<file path="src/rtl/bicubic_channel_arbiter_if.sv">
// Handshake bundle tying the colour-channel requesters, the bicubic upsample core
// and the downstream result consumer to the channel arbiter.
interface bicubic_channel_arbiter_if #(
    parameter int NCH           = 3,
    parameter int CHANNEL_WIDTH = 8
);
    logic [NCH-1:0]                  ch_req_valid;
    logic [NCH-1:0]                  ch_req_ready;
    logic [NCH*16*CHANNEL_WIDTH-1:0] ch_req_pixels;
    logic                            arb_req_valid;
    logic                            core_req_ready;
    logic [16*CHANNEL_WIDTH-1:0]     arb_pixels;
    logic                            core_rsp_valid;
    logic [8*CHANNEL_WIDTH-1:0]      core_rsp_data;
    logic                            arb_rsp_ready;
    logic                            arb_rsp_valid;
    logic [8*CHANNEL_WIDTH-1:0]      arb_rsp_data;
    logic [1:0]                      arb_rsp_ch;
    logic                            arb_rsp_phase;
    logic                            dn_rsp_ready;
    logic [15:0]                     win_cnt;

    // Environment side: channel requesters, core and downstream consumer.
    modport master (
        output ch_req_valid, ch_req_pixels, core_req_ready, core_rsp_valid,
               core_rsp_data, dn_rsp_ready,
        input  ch_req_ready, arb_req_valid, arb_pixels, arb_rsp_ready,
               arb_rsp_valid, arb_rsp_data, arb_rsp_ch, arb_rsp_phase, win_cnt
    );

    // Arbiter side.
    modport slave (
        input  ch_req_valid, ch_req_pixels, core_req_ready, core_rsp_valid,
               core_rsp_data, dn_rsp_ready,
        output ch_req_ready, arb_req_valid, arb_pixels, arb_rsp_ready,
               arb_rsp_valid, arb_rsp_data, arb_rsp_ch, arb_rsp_phase, win_cnt
    );
endinterface

</file>
<file path="src/rtl/bicubic_channel_arbiter.sv">
// Round-robin arbiter feeding one 4x4 pixel window at a time from NCH colour channels
// into a shared bicubic core and tagging the two result beats with the owning channel.
module bicubic_channel_arbiter #(
    parameter int NCH           = 3,
    parameter int CHANNEL_WIDTH = 8
) (
    input logic                      clk,
    input logic                      rst_n,
    bicubic_channel_arbiter_if.slave bus
);
    localparam int WIN_W = 16 * CHANNEL_WIDTH;

    typedef enum logic [1:0] {
        ST_IDLE = 2'd0,
        ST_PH0  = 2'd1,
        ST_PH1  = 2'd2
    } state_t;

    state_t             state_r;
    logic [1:0]         rr_ptr_r;
    logic [1:0]         grant_ch_r;
    logic [WIN_W-1:0]   win_r;
    logic [15:0]        win_cnt_r;
    logic               busy_r;
    logic               phase_r;

    logic               grant_hit_s;
    logic [1:0]         grant_idx_s;
    logic [WIN_W-1:0]   grant_pix_s;
    logic [NCH-1:0]     ch_req_ready_s;
    logic               ph0_done_s;
    logic               ph1_done_s;
    logic [1:0]         rr_next_s;

    // Returns {hit, index} of the first valid channel at or after ptr, wrapping at NCH.
    function automatic logic [2:0] pick_channel(input logic [NCH-1:0] valid,
                                                input logic [1:0]     ptr);
        logic [2:0] res;
        logic [2:0] cand;
        res = 3'b000;
        // Farthest offset first, so the nearest requester overwrites and wins.
        for (int i = NCH - 1; i >= 0; i--) begin
            cand = {1'b0, ptr} + 3'(i);
            if (cand >= 3'(NCH)) begin
                cand = cand - 3'(NCH);
            end else begin
                cand = cand;
            end
            if (valid[cand[1:0]]) begin
                res = {1'b1, cand[1:0]};
            end else begin
                res = res;
            end
        end
        return res;
    endfunction

    // Round-robin grant candidate for the current IDLE cycle.
    always_comb begin
        {grant_hit_s, grant_idx_s} = pick_channel(bus.ch_req_valid, rr_ptr_r);
    end

    // Window slice of the granted channel only.
    always_comb begin
        grant_pix_s = {WIN_W{1'b0}};
        for (int k = 0; k < NCH; k++) begin
            if (grant_idx_s == 2'(k)) begin
                grant_pix_s = bus.ch_req_pixels[k*WIN_W +: WIN_W];
            end else begin
                grant_pix_s = grant_pix_s;
            end
        end
    end

    // One-hot accept pulse in IDLE; forced low while reset is asserted.
    always_comb begin
        ch_req_ready_s = {NCH{1'b0}};
        if (rst_n && (state_r == ST_IDLE) && grant_hit_s) begin
            ch_req_ready_s[grant_idx_s] = 1'b1;
        end else begin
            ch_req_ready_s = {NCH{1'b0}};
        end
    end

    // Beat-completion conditions and the pointer value following the current grant.
    always_comb begin
        ph0_done_s = bus.core_req_ready & bus.core_rsp_valid & bus.dn_rsp_ready;
        ph1_done_s = bus.core_rsp_valid & bus.dn_rsp_ready;
        if (grant_ch_r == 2'(NCH - 1)) begin
            rr_next_s = 2'd0;
        end else begin
            rr_next_s = grant_ch_r + 2'd1;
        end
    end

    // Window FSM with its registered outputs.
    always_ff @(posedge clk or negedge rst_n) begin
        if (!rst_n) begin
            state_r    <= ST_IDLE;
            rr_ptr_r   <= 2'd0;
            grant_ch_r <= 2'd0;
            win_r      <= {WIN_W{1'b0}};
            win_cnt_r  <= 16'h0000;
            busy_r     <= 1'b0;
            phase_r    <= 1'b0;
        end else begin
            case (state_r)
                ST_IDLE: begin
                    if (grant_hit_s) begin
                        state_r    <= ST_PH0;
                        grant_ch_r <= grant_idx_s;
                        win_r      <= grant_pix_s;
                        busy_r     <= 1'b1;
                        phase_r    <= 1'b0;
                    end
                end
                ST_PH0: begin
                    if (ph0_done_s) begin
                        state_r <= ST_PH1;
                        phase_r <= 1'b1;
                    end
                end
                ST_PH1: begin
                    if (ph1_done_s) begin
                        state_r   <= ST_IDLE;
                        busy_r    <= 1'b0;
                        phase_r   <= 1'b0;
                        rr_ptr_r  <= rr_next_s;
                        win_cnt_r <= win_cnt_r + 16'd1;
                    end
                end
                default: begin
                    state_r <= ST_IDLE;
                    busy_r  <= 1'b0;
                    phase_r <= 1'b0;
                end
            endcase
        end
    end

    assign bus.ch_req_ready  = ch_req_ready_s;
    assign bus.arb_req_valid = busy_r;
    assign bus.arb_pixels    = win_r;
    assign bus.arb_rsp_valid = bus.core_rsp_valid & busy_r;
    assign bus.arb_rsp_ready = bus.dn_rsp_ready & busy_r;
    assign bus.arb_rsp_data  = bus.core_rsp_data;
    assign bus.arb_rsp_ch    = grant_ch_r;
    assign bus.arb_rsp_phase = phase_r;
    assign bus.win_cnt       = win_cnt_r;
endmodule

</file>
<file path="src/flat_wrapper.sv">
// flat-port wrapper written by rule: the top's interface ports become plain ports
module bicubic_channel_arbiter_flat 
#(
    parameter int NCH           = 3,
    parameter int CHANNEL_WIDTH = 8
)
  (clk, rst_n, bus_ch_req_valid, bus_ch_req_pixels, bus_core_req_ready, bus_core_rsp_valid, bus_core_rsp_data, bus_dn_rsp_ready, bus_ch_req_ready, bus_arb_req_valid, bus_arb_pixels, bus_arb_rsp_ready, bus_arb_rsp_valid, bus_arb_rsp_data, bus_arb_rsp_ch, bus_arb_rsp_phase, bus_win_cnt);
  bicubic_channel_arbiter_if #(.NCH(NCH), .CHANNEL_WIDTH(CHANNEL_WIDTH)) bus_i ();
  input logic clk;
  input logic rst_n;
  input wire logic [$bits(bus_i.ch_req_valid)-1:0] bus_ch_req_valid;
  input wire logic [$bits(bus_i.ch_req_pixels)-1:0] bus_ch_req_pixels;
  input wire logic [$bits(bus_i.core_req_ready)-1:0] bus_core_req_ready;
  input wire logic [$bits(bus_i.core_rsp_valid)-1:0] bus_core_rsp_valid;
  input wire logic [$bits(bus_i.core_rsp_data)-1:0] bus_core_rsp_data;
  input wire logic [$bits(bus_i.dn_rsp_ready)-1:0] bus_dn_rsp_ready;
  output wire logic [$bits(bus_i.ch_req_ready)-1:0] bus_ch_req_ready;
  output wire logic [$bits(bus_i.arb_req_valid)-1:0] bus_arb_req_valid;
  output wire logic [$bits(bus_i.arb_pixels)-1:0] bus_arb_pixels;
  output wire logic [$bits(bus_i.arb_rsp_ready)-1:0] bus_arb_rsp_ready;
  output wire logic [$bits(bus_i.arb_rsp_valid)-1:0] bus_arb_rsp_valid;
  output wire logic [$bits(bus_i.arb_rsp_data)-1:0] bus_arb_rsp_data;
  output wire logic [$bits(bus_i.arb_rsp_ch)-1:0] bus_arb_rsp_ch;
  output wire logic [$bits(bus_i.arb_rsp_phase)-1:0] bus_arb_rsp_phase;
  output wire logic [$bits(bus_i.win_cnt)-1:0] bus_win_cnt;
  assign bus_i.ch_req_valid = bus_ch_req_valid;
  assign bus_i.ch_req_pixels = bus_ch_req_pixels;
  assign bus_i.core_req_ready = bus_core_req_ready;
  assign bus_i.core_rsp_valid = bus_core_rsp_valid;
  assign bus_i.core_rsp_data = bus_core_rsp_data;
  assign bus_i.dn_rsp_ready = bus_dn_rsp_ready;
  assign bus_ch_req_ready = bus_i.ch_req_ready;
  assign bus_arb_req_valid = bus_i.arb_req_valid;
  assign bus_arb_pixels = bus_i.arb_pixels;
  assign bus_arb_rsp_ready = bus_i.arb_rsp_ready;
  assign bus_arb_rsp_valid = bus_i.arb_rsp_valid;
  assign bus_arb_rsp_data = bus_i.arb_rsp_data;
  assign bus_arb_rsp_ch = bus_i.arb_rsp_ch;
  assign bus_arb_rsp_phase = bus_i.arb_rsp_phase;
  assign bus_win_cnt = bus_i.win_cnt;
  bicubic_channel_arbiter #(.NCH(NCH), .CHANNEL_WIDTH(CHANNEL_WIDTH)) u_core (.clk(clk), .rst_n(rst_n), .bus(bus_i));
endmodule
</file>
<file path="config.mk">
export PLATFORM = sky130hd
export DESIGN_NAME = bicubic_channel_arbiter_flat
export DESIGN_NICKNAME = d
export VERILOG_FILES = /design/src/rtl/bicubic_channel_arbiter_if.sv /design/src/rtl/bicubic_channel_arbiter.sv /design/src/flat_wrapper.sv
export SDC_FILE = /design/constraint.sdc
export NUM_CORES = 1
export LEC_CHECK = 0
export ABC_AREA = 1
export BUFFER_PORTS_ARGS = -buffer_cell sky130_fd_sc_hd__buf_2
export CAP_MARGIN = 20
export CORE_AREA = 4 4 262 264
export CTS_CLUSTER_SIZE = 24
export DETAILED_ROUTE_END_ITERATION = 10
export DIE_AREA = 0 0 266 268
export PLACE_DENSITY = 0.33
export SLEW_MARGIN = 5
export SYNTH_ARGS = -nofsm -noshare
export SYNTH_HDL_FRONTEND = slang
export SYNTH_SLANG_ARGS = --single-unit
</file>
<file path="constraint.sdc">
create_clock -name clk -period 2.1 [get_ports clk]
set_input_delay 0.21 -clock clk [delete_from_list [all_inputs] [get_ports clk]]
set_output_delay 0.21 -clock clk [all_outputs]
set_load 0.05 [all_outputs]
</file>
==> impl_results.md <==
* Setup TNS at -26.58 ns
* Maximum VDD drop at 0.000649 V
* Initial Util at 0.147
* Post-Synth XOR/XNOR Area at 0.0125
* Max Cap Viol at 0
* Clk pwr share at 0.100
* Drt first pass iters at 5
* WHS at 0.0442 ns
* Die Y at 268 µm
* Final Cell Area at 0.0161 mm²
* Adder-Cell Fraction of Synth Area at 0.00512
* H-Tree Depth at 4
* Vias post-DR at 11,800
* Slowest CP cell: dfrtp_1
* Worst Path Arrival at 2.23 ns
* Switch share at 0.534
* Mapped cell area at 0.00977 mm²
* Crit path capture type: primary output
* Failing checks: setup timing
* CP Launch Type: flip-flop
* Clk buf depth at 2
* Clk slew on worst S/H paths at 0.07 ns
* Post-Synth Simple-Gate Area at 0.477
* I/O pins at 673
* Total gr overflow at 0
* GRT Util Overall at 0.134
* Most instantiated cells after synthesis: nand2_1 (524), nand3_1 (231), nor2_1 (197), dfrtp_1 (151), buf_2 (70)
* Post-synthesis sequential area ratio at 0.387
* RSZ-0062 raised after global routing: true
* Flop and latch count out of synthesis at 151
* IO buf count at 544
* Slew Limit Fails at 0
* Placed instance area at 0.0136 mm²
* Mux contribution to synthesized area at 0
* Placed cell count at 2,775
* Max Clock Skew at 0.0238 ns
* CP Cell Sequence: inv_2 > ha_4 > inv_4 > nand2_2 > nand2_2 > nand2_2 > nand2_2 > o21ai_4 > nand2_4 > buf_12 > nor2_4 > buf_6
* Place WS at -0.212 ns
* Worst slew margin at 0.632
* Outcome: finished with violations
* Synth Warn # at 0
* Wire per inst at 18.1 µm
* Crit Path Max Fanout at 6
* Share of flip-flops with an asynchronous set or reset at 1.00
* Root buffer cell: clkbuf_16
* Die W at 266 µm
* Sequential power share at 0.148
* Leak at 8.77 nW
* Synthesized instance count at 1,444
* TritonCTS clock tree: done
* Least-Margin Pin Slew at 0.553 ns
* GPL Wtd Cong at 0.811
* Largest family of logic cells by synthesized area: simple AND/OR/NAND/NOR gates
* Filler-free cell count of the finished design at 2,923
* Antenna Nets Post-Route at 0
* Kind of critical path: flip-flop to primary output
* Syn Nets at 1,904
* Peak Freq at 0.410 GHz
* Vias in the first global route at 11,700
* Final setup viols at 135
* First-pass GRT wire length at 72,700 µm
* Count leader, synth: nand2_1
* Fraction of layout cells with a size suffix above 1 at 0.395
* Top cells by area, synth: dfrtp_1 (39%), nand2_1 (20%), nand3_1 (12%)
* Nets at 2,491
* Vias per inst at 4.03
* Min-Delay Path Class: input pin to flip-flop
* Pwr Density at 2160 mW/mm²
* WP data required at 1.89 ns
* Critical Path Most Common Cell: nand2_2
* Final WL at 53,000 µm
* Post-synth EDFFs at 0
* Final Core Density at 0.242
* Largest delay share family, worst path: buffers and inverters
* Synth Area in Compound Gates at 0.00909
* TritonCTS buffer count at 17
* Die area at 0.0713 mm²
* Comb pwr share at 0.752
* Fin. Hold Viols at 0
* Layout area overhead at 64.7%
* DR iter-0 viols at 560
* Netlist cell types at 28
* Post-DP HPWL at 37,600 µm
* Std-Cell Rows at 95
* Overall Power at 34.8 mW
* Core box area at 0.0666 mm²
* Buf+Inv Stages, Crit Path at 4
* # DRC at 0
* Max incr delay on CP at 0.43 ns
* Cell internal pwr at 16.2 mW
* Top cell type's share of synthesized area at 0.387
* Syn avg cell area at 6.77 µm²
* Fin crit share at 1.16
* NetSw at 18.6 mW
* Initial antenna violation count at 8
* Most used DFF post-synth: dfrtp_1
* Fin worst setup slack at -0.337 ns
* Pin count of the biggest net entering global routing at 76
* Sink Count at 151
* Tmin final at 2.44 ns
* Area leader, netlist: dfrtp_1
* Worst skew pair latency at 0.48 ns
## layer usage
| layer | up-vias | track usage | wire length (µm) |
|---|---|---|---|
| li1 | 5749 | - | - |
| met5 | - | 0 | 33 |
| met3 | 56 | 0.0385 | 3300 |
| met2 | 387 | 0.230 | 25800 |
| met1 | 5578 | 0.163 | 22800 |
| met4 | 6 | 0.0422 | 1050 |
## cell usage in the layout, fill, tap and decap left out, types with 3 or more instances in the layout
cell type,netlist,layout
buf_12,0,28
xnor2_1,4,4
dlygate4sd3_1,0,49
or2_2,37,37
nand2_4,0,3
buf_2,70,540
inv_6,0,3
buf_16,0,9
nand2_2,2,12
nor2_2,1,5
buf_8,0,8
nand3_1,231,214
inv_1,21,20
buf_4,66,60
nand4_1,39,39
inv_4,0,3
xor2_1,10,10
buf_6,3,20
nand3_2,0,17
nand2_1,524,509
dfrtp_1,151,151
clkbuf_16,0,34
diode_2,0,7
bufbuf_16,0,3
nand3b_1,38,38
bufinv_16,0,4
nor2_1,197,191
## worst register-to-register path, cell delays in order, from the launching register on
cell	delay, ns
dfrtp_1	0.43
inv_2	0.08
ha_4	0.31
inv_4	0.05
nand2_2	0.06
nand2_2	0.07
a21oi_2	0.13
nand3_2	0.14
nand2_8	0.10
buf_4	0.12
buf_12	0.10
buf_12	0.13
buf_6	0.13
bufbuf_16	0.25
nor2_1	0.04
nand2_1	0.06
nand2_1	0.04
## cell type report
| type | instances | area [µm²] |
|---|---|---|
| Antenna cell | 7 | 17.5 |
| Clock buffer | 21 | 460 |
| Clock inverter | 10 | 166 |
| Fill cell | 7547 | 50500 |
| Inverter | 25 | 101 |
| Multi-Input combinational cell | 1102 | 5160 |
| Sequential cell | 151 | 3780 |
| Tap cell | 873 | 1090 |
| Timing Repair Buffer | 734 | 5320 |
## sequential cells by signal, indices dropped and copies added, names as in the netlist
signal and cells:
u_core.bus.arb_rsp_ch 2, u_core.bus.win_cnt 16, u_core.rr_ptr_r 2, u_core.bus.arb_req_valid 1
u_core.state_r 1, u_core.bus.arb_pixels 128, u_core.bus.arb_rsp_phase 1
## timing repair
action	in CTS	in global routing
gates cloned	6	22
gates resized for setup	56	45
hold buffers	49	0
endpoints found under the hold margin	192	0
setup buffers	22	14
setup endpoints to repair	136	137
pin swaps	12	7
## logic make-up after synthesis
| group | count (synthesis) |
|---|---|
| buf+inv | 191 |
| simple gates | 1071 |
| compound gates | 13 |
| xor+xnor | 14 |
| fa+ha+maj | 4 |
| flops | 151 |
## path summary, 6_finish.rpt
| check | startpoint | cells after the start | endpoint | slack (ns) |
|---|---|---|---|---|
| worst max-delay path | u_core.rr_ptr_r[0] | 12 | bus_ch_req_ready[1] | -0.34 |
| worst min-delay path | bus_ch_req_pixels[83] | 4 | u_core.bus.arb_pixels[83] | 0.04 |
| worst max register to register | u_core.rr_ptr_r[0] | 16 | u_core.bus.arb_pixels[22] | -0.27 |
| worst min register to register | u_core.bus.win_cnt[15] | 1 | u_core.bus.win_cnt[15] | 0.47 |
| max in group asynchronous | rst_n | 3 | u_core.bus.arb_pixels[94] | 1.23 |
| min in group asynchronous | rst_n | 2 | u_core.bus.arb_pixels[14] | 0.11 |
## power by group through the flow
stage,registers (mW),logic (mW),clock network (mW)
2_1_floorplan,9.58,10.1,0
3_3_place_gp,5.23,22.1,0
3_5_place_dp,5.20,22.1,0
4_1_cts,5.19,24.0,3.63
5_1_grt,5.35,28.6,3.74
6_report,5.17,26.2,3.47
No activity file was read; power rests on OpenSTA's default activity.
